File: src/rtl/com_bus_arbiter_pkg.sv
// Shared constants and FSM encodings for the common-bus arbiter.
// Every block that needs the core count or the hold limit imports them from here.
package com_bus_arbiter_pkg;

    localparam int NUM_CORES = 4;
    localparam int HOLD_MAX  = 255;
    localparam int CNT_W     = 8;

    typedef enum logic [1:0] {
        ST_IDLE  = 2'd0,
        ST_GRANT = 2'd1,
        ST_TURN  = 2'd2
    } proc_state_e;

endpackage

File: src/rtl/com_bus_arbiter_rr_pick.sv
// Round-robin pick: the first requester at or after ptr, scanning upward with wrap.
// Purely combinational, so any multi-requester resource can reuse it.
module com_bus_arbiter_rr_pick #(
    parameter int NUM_CORES = 4,
    parameter int PTR_W     = 2
) (
    input  logic [NUM_CORES-1:0] req,
    input  logic [PTR_W-1:0]     ptr,
    output logic [NUM_CORES-1:0] gnt,
    output logic [PTR_W-1:0]     idx
);

    logic [PTR_W-1:0] pos_s;

    // Scan from the farthest offset down so the nearest requester is written last
    always_comb begin
        idx   = {PTR_W{1'b0}};
        pos_s = {PTR_W{1'b0}};
        for (int i = NUM_CORES - 1; i >= 0; i--) begin
            pos_s = PTR_W'((int'(ptr) + i) % NUM_CORES);
            idx   = req[pos_s] ? pos_s : idx;
        end
        gnt = (|req) ? (NUM_CORES'(1) << idx) : {NUM_CORES{1'b0}};
    end

endmodule

File: src/rtl/com_bus_arbiter.sv
// Common-bus arbiter for the 4-core MESI system: round-robin processor grants with
// a turnaround cycle, fixed-priority snoop grants, and invalidation-done combining.
module com_bus_arbiter #(
    parameter int NUM_CORES = com_bus_arbiter_pkg::NUM_CORES,
    parameter int HOLD_MAX  = com_bus_arbiter_pkg::HOLD_MAX,
    parameter int CNT_W     = com_bus_arbiter_pkg::CNT_W
) (
    input  logic                 clk,
    input  logic                 rst,
    input  logic [NUM_CORES-1:0] Com_Bus_Req_proc,
    input  logic [NUM_CORES-1:0] Com_Bus_Req_snoop,
    input  logic                 Invalidate,
    input  logic [NUM_CORES-1:0] Invalidation_done,
    output logic [NUM_CORES-1:0] Com_Bus_Gnt_proc,
    output logic [NUM_CORES-1:0] Com_Bus_Gnt_snoop,
    output logic                 All_Invalidation_done,
    output logic                 Bus_timeout
);

    import com_bus_arbiter_pkg::*;

    localparam int PTR_W = (NUM_CORES > 1) ? $clog2(NUM_CORES) : 1;

    proc_state_e          state_r, state_nxt_s;
    logic [NUM_CORES-1:0] gnt_proc_r, gnt_proc_nxt_s;
    logic [NUM_CORES-1:0] gnt_snoop_r, gnt_snoop_nxt_s;
    logic [PTR_W-1:0]     owner_r, owner_nxt_s;
    logic [PTR_W-1:0]     rr_ptr_r, rr_ptr_nxt_s;
    logic [CNT_W-1:0]     hold_cnt_r, hold_cnt_nxt_s;
    logic                 timeout_r, timeout_nxt_s;
    logic                 all_inv_r, all_inv_nxt_s;
    logic [NUM_CORES-1:0] pick_gnt_s;
    logic [PTR_W-1:0]     pick_idx_s;
    logic [NUM_CORES-1:0] snoop_low_s;

    com_bus_arbiter_rr_pick #(
        .NUM_CORES (NUM_CORES),
        .PTR_W     (PTR_W)
    ) u_rr_pick (
        .req (Com_Bus_Req_proc),
        .ptr (rr_ptr_r),
        .gnt (pick_gnt_s),
        .idx (pick_idx_s)
    );

    // Processor ownership FSM: next state, grant, pointer and hold counter
    always_comb begin
        state_nxt_s    = state_r;
        gnt_proc_nxt_s = gnt_proc_r;
        owner_nxt_s    = owner_r;
        rr_ptr_nxt_s   = rr_ptr_r;
        hold_cnt_nxt_s = hold_cnt_r;
        timeout_nxt_s  = 1'b0;
        case (state_r)
            ST_IDLE: begin
                if (|Com_Bus_Req_proc) begin
                    state_nxt_s    = ST_GRANT;
                    gnt_proc_nxt_s = pick_gnt_s;
                    owner_nxt_s    = pick_idx_s;
                    hold_cnt_nxt_s = {CNT_W{1'b0}};
                    if (pick_idx_s == PTR_W'(NUM_CORES - 1)) begin
                        rr_ptr_nxt_s = {PTR_W{1'b0}};
                    end else begin
                        rr_ptr_nxt_s = pick_idx_s + PTR_W'(1);
                    end
                end else begin
                    gnt_proc_nxt_s = {NUM_CORES{1'b0}};
                end
            end
            ST_GRANT: begin
                // A voluntary release wins over a coincident timeout: no pulse then
                if (!Com_Bus_Req_proc[owner_r]) begin
                    state_nxt_s    = ST_TURN;
                    gnt_proc_nxt_s = {NUM_CORES{1'b0}};
                end else if (hold_cnt_r == CNT_W'(HOLD_MAX)) begin
                    state_nxt_s    = ST_TURN;
                    gnt_proc_nxt_s = {NUM_CORES{1'b0}};
                    timeout_nxt_s  = 1'b1;
                end else begin
                    hold_cnt_nxt_s = hold_cnt_r + CNT_W'(1);
                end
            end
            ST_TURN: begin
                state_nxt_s    = ST_IDLE;
                gnt_proc_nxt_s = {NUM_CORES{1'b0}};
            end
            default: begin
                state_nxt_s    = ST_IDLE;
                gnt_proc_nxt_s = {NUM_CORES{1'b0}};
            end
        endcase
    end

    // Snoop grant: lowest-index requester, held until its request drops
    always_comb begin
        snoop_low_s = Com_Bus_Req_snoop & (~Com_Bus_Req_snoop + NUM_CORES'(1));
        if (gnt_snoop_r == {NUM_CORES{1'b0}}) begin
            gnt_snoop_nxt_s = snoop_low_s;
        end else if ((Com_Bus_Req_snoop & gnt_snoop_r) == {NUM_CORES{1'b0}}) begin
            gnt_snoop_nxt_s = {NUM_CORES{1'b0}};
        end else begin
            gnt_snoop_nxt_s = gnt_snoop_r;
        end
    end

    // Invalidation complete: the owner's own acknowledge is masked by its grant bit
    always_comb begin
        all_inv_nxt_s = (state_r == ST_GRANT) && Invalidate &&
                        (&(Invalidation_done | gnt_proc_r));
    end

    // State and output registers
    always_ff @(posedge clk or posedge rst) begin
        if (rst) begin
            state_r     <= ST_IDLE;
            gnt_proc_r  <= {NUM_CORES{1'b0}};
            gnt_snoop_r <= {NUM_CORES{1'b0}};
            owner_r     <= {PTR_W{1'b0}};
            rr_ptr_r    <= {PTR_W{1'b0}};
            hold_cnt_r  <= {CNT_W{1'b0}};
            timeout_r   <= 1'b0;
            all_inv_r   <= 1'b0;
        end else begin
            state_r     <= state_nxt_s;
            gnt_proc_r  <= gnt_proc_nxt_s;
            gnt_snoop_r <= gnt_snoop_nxt_s;
            owner_r     <= owner_nxt_s;
            rr_ptr_r    <= rr_ptr_nxt_s;
            hold_cnt_r  <= hold_cnt_nxt_s;
            timeout_r   <= timeout_nxt_s;
            all_inv_r   <= all_inv_nxt_s;
        end
    end

    assign Com_Bus_Gnt_proc      = gnt_proc_r;
    assign Com_Bus_Gnt_snoop     = gnt_snoop_r;
    assign All_Invalidation_done = all_inv_r;
    assign Bus_timeout           = timeout_r;

endmodule

File: config.mk
export PLATFORM = sky130hd
export DESIGN_NAME = com_bus_arbiter
export DESIGN_NICKNAME = d
export VERILOG_FILES = /design/src/rtl/com_bus_arbiter_pkg.sv /design/src/rtl/com_bus_arbiter_rr_pick.sv /design/src/rtl/com_bus_arbiter.sv
export SDC_FILE = /design/constraint.sdc
export NUM_CORES = 1
export LEC_CHECK = 0
export BUFFER_PORTS_ARGS = -buffer_cell sky130_fd_sc_hd__buf_2
export CORE_ASPECT_RATIO = 0.9
export CORE_MARGIN = 2
export CORE_UTILIZATION = 48
export DETAILED_ROUTE_END_ITERATION = 16
export GPL_TIMING_DRIVEN = 0
export PLACE_DENSITY = 0.78
export SLEW_MARGIN = 20
export SYNTH_ARGS = -nofsm -noshare
export SYNTH_HDL_FRONTEND = slang
export SYNTH_SLANG_ARGS = --single-unit
File: constraint.sdc
create_clock -name clk -period 1.67 [get_ports clk]
set_input_delay 0.0835 -clock clk [delete_from_list [all_inputs] [get_ports clk]]
set_output_delay 0.0835 -clock clk [all_outputs]
set_load 0.02 [all_outputs]
==> summary.md <==
| Metric | Value |
|---|---|
| Status | `completed` |
| Core box area | `2490 µm²` |
| Global-route wire length before repair | `4.32 mm` |
| Register area share after synthesis | `47.2%` |
| Dpl hpwl | `1.90 mm` |
| Chip height | `52.8 µm` |
| TritonRoute pass-1 iters | `6` |
| CTS root buf | `clkbuf_4` |
| Top-area cell type share of the netlist area | `47.2%` |
| Final Skew | `8.90 ps` |
| CP Max Fanout | `6` |
| Via/cell ratio | `5.85` |
| Tcrit/Tclk final | `96.4%` |
| Diodes inserted | `0` |
| Max Buffers Root-to-Sink | `2` |
| # setup viols final | `0` |
| Vias | `1088` |
| Antenna-violating nets left | `0` |
| FP Rows | `17` |
| CP startpoint kind | `flip-flop` |
| H-tree level count | `1` |
| Final instance area | `1630 µm²` |
| WS Path Type | `reg2reg` |
| Sequential share of power | `37.3%` |
| DR WL/cell | `14.9 µm` |
| Global placer's final weighted congestion | `0.801` |
| RSZ-0062 raised after global routing | `yes` |
| Share of total power in combinational logic | `45.0%` |
| Ys async rst share | `100%` |
| PortBufs | `24` |
| Final Util | `65.4%` |
| Largest net degree at the start of global routing | `25` |
| Sw power | `933 µW` |
| Top cells by count, synth | `dfrtp_1, nand2_1, inv_1, mux2i_1, a21oi_1` |
| Clk sink count | `24` |
| Hold Vio Cnt, Final | `0` |
| Initial drt markers | `41` |
| Max_slew headroom | `41.6%` |
| Top area cells in the synthesized netlist | `dfrtp_1, mux2i_1, nand2_1, ha_1, a22o_1` |
| Crit path capture type | `flip-flop` |
| R2R Path Start | `rr_ptr_r[1]$_DFFE_PP0P_` |
| Die X | `58.3 µm` |
| Area grow syn2layout | `27.8%` |
| GRT Total Usage | `19.0%` |
| Crit path arrival time | `1850 ps` |
| Final #Nets | `179` |
| Leakage power | `0.000772 µW` |
| Residual DRC | `0` |
| Max Freq | `621 MHz` |
| Hold path start | `Com_Bus_Req_snoop[2]` |
| Power Dens Cells | `1470 nW/µm²` |
| Gr ovfl total | `0` |
| Syn_area_per_cell | `10.5 µm²` |
| Reg clk slew, reported paths | `130 ps` |
| Total chip power | `2400 µW` |
| Fin crit period | `1610 ps` |
| Cells after Synth | `121` |
| Vias in the first global route | `995` |
| CTS tree | `done` |
| Initial antenna violation count | `0` |
| Cell with the most instances after synthesis | `dfrtp_1` |
| Critical Path Max Stage Delay | `450 ps` |
| Max IR drop VDD | `0.00107 V` |
| Syn_nets | `141` |
| Crit path launch | `rr_ptr_r[1]$_DFFE_PP0P_` |
| Internal | `1460 µW` |
| Layout cell share with drive strength beyond 1 | `34.8%` |
| Slew at the pin closest to its max-slew limit | `875 ps` |
| Clock Power Share | `17.7%` |
| Max-slew violations | `0` |
| Synth Flop Type | `dfrtp_1` |
| Area leader, netlist | `dfrtp_1` |
| Cell variety after synth | `40` |
| Top-Level Pins | `25` |
| Skew-Pair Late Insertion Delay | `330 ps` |
| Setup TNS | `0 ps` |
| Total clock buffers created by CTS | `3` |
| Starting density of the core | `51.1%` |
| Placed Instance Area | `1430 µm²` |
| EDFF count, synth | `0` |
| Detailed Route WL | `2.77 mm` |
| CP required | `1910 ps` |
| Crit-path slowest cell | `dfrtp_2` |
| Synth warn | `0` |
| #FFs+latches synth | `24` |
| Post-Synthesis Cell Area | `1270 µm²` |
| Crit-path cells | `mux2i_1 -> nor2_2 -> nor3_4 -> inv_2 -> ha_2 -> a22o_1` |
| Switching share of power | `38.9%` |
| Hold Crit Class | `in2reg` |
| DIE AREA | `3080 µm²` |
| MaxCap Viol Count | `0` |
-- cell usage in the layout (no fill, tap or decap), drive strengths merged, types with 2 or more instances in the layout --
| cell type | count |
|---|---|
| and2 | 3 |
| ha | 5 |
| dfrtp | 24 |
| a21oi | 6 |
| nor4 | 2 |
| o21ai | 4 |
| nand4 | 2 |
| clkbuf | 3 |
| a32o | 2 |
| o41ai | 2 |
| a22o | 5 |
| nor3 | 3 |
| mux2i | 7 |
| inv | 8 |
| a22oi | 2 |
| nor3b | 2 |
| buf | 31 |
| nand2 | 17 |
| dlygate4sd3 | 3 |
| nor2 | 6 |
| o22ai | 3 |
-- final timing paths --
kind	slack (ps)	to	depth (start not counted)
max in group asynchronous	620	rr_ptr_r[1]$_DFFE_PP0P_	3
hold reg to reg	480	hold_cnt_r[6]$_DFFE_PP0P_	1
setup reg to reg	60	Com_Bus_Gnt_proc[2]$_DFFE_PP0P_	6
hold / removal	4	Com_Bus_Gnt_snoop[2]$_DFFE_PP0P_	2
setup / recovery	60	Com_Bus_Gnt_proc[2]$_DFFE_PP0P_	6
min in group asynchronous	460	Com_Bus_Gnt_proc[2]$_DFFE_PP0P_	3
-- metal layers --
layer,wire [µm],GRT usage [%]
met1,1170,21.9
met2,1430,33.9
met3,149,5.93
met4,22,4.65
met5,0,0
-- repair_timing --
action                                 CTS  global route
resized for setup                        3            13
setup endpoints to repair                6             8
pin swaps                                1             4
endpoints found under the hold margin   24             2
hold buffers                             1             2
setup buffers                            1             5
-- critical path: cells and delay by family, from the launching register on --
kind / cells / cell delay, ps
adders and majority gates: 1 / 180
muxes: 1 / 230
and+or+nand+nor: 2 / 380
buffers and inverters: 1 / 70
AOI/OAI and AO/OA: 1 / 210
DFF: 1 / 450
-- power groups by stage --
stage	clock (µW)	sequential, µW	combinational (µW)
detailed placement	0	899	889
CTS	429	880	929
finish	425	893	1080
global route	455	915	1190
floorplan	0	945	586
global placement	0	884	858
-- logic make-up after synthesis --
kind of cell | after synthesis | synth area share [%]
simple gates | 44 | 19.1
flops | 24 | 47.2
compound gates | 31 | 19.2
mux | 8 | 6.39
fa+ha+maj | 5 | 4.92
buf+inv | 9 | 3.24
-- sequential cells by signal, indices dropped and copies added, names as in the netlist --
name / flops
hold_cnt_r: 8
Com_Bus_Gnt_proc: 4
Com_Bus_Gnt_snoop: 4
owner_r: 2
rr_ptr_r: 2
state_r: 2
All_Invalidation_done: 1
Bus_timeout: 1
-- stage by stage --
stage	cells	hold WS, ps	worst slack, ps
6_report	186	4.05	60.3
5_1_grt	186	5.72	-44.9
4_1_cts	179	1.03	-1.33
3_5_place_dp	173	308	-230
3_3_place_gp	173	304	-184
2_1_floorplan	121	98.1	37.8
-- final cells by class --
class                      count  area [µm²]
buffer                         1        11.3
clock inverter                 1        30.0
inverter                       8        30.0
tap                           28        35.0
fill                         198         862
multi-input combinational     88         697
timing repair buffer          33         199
sequential                    24         602
clock buffer                   3        22.5
(Power assumes the default switching activity.)
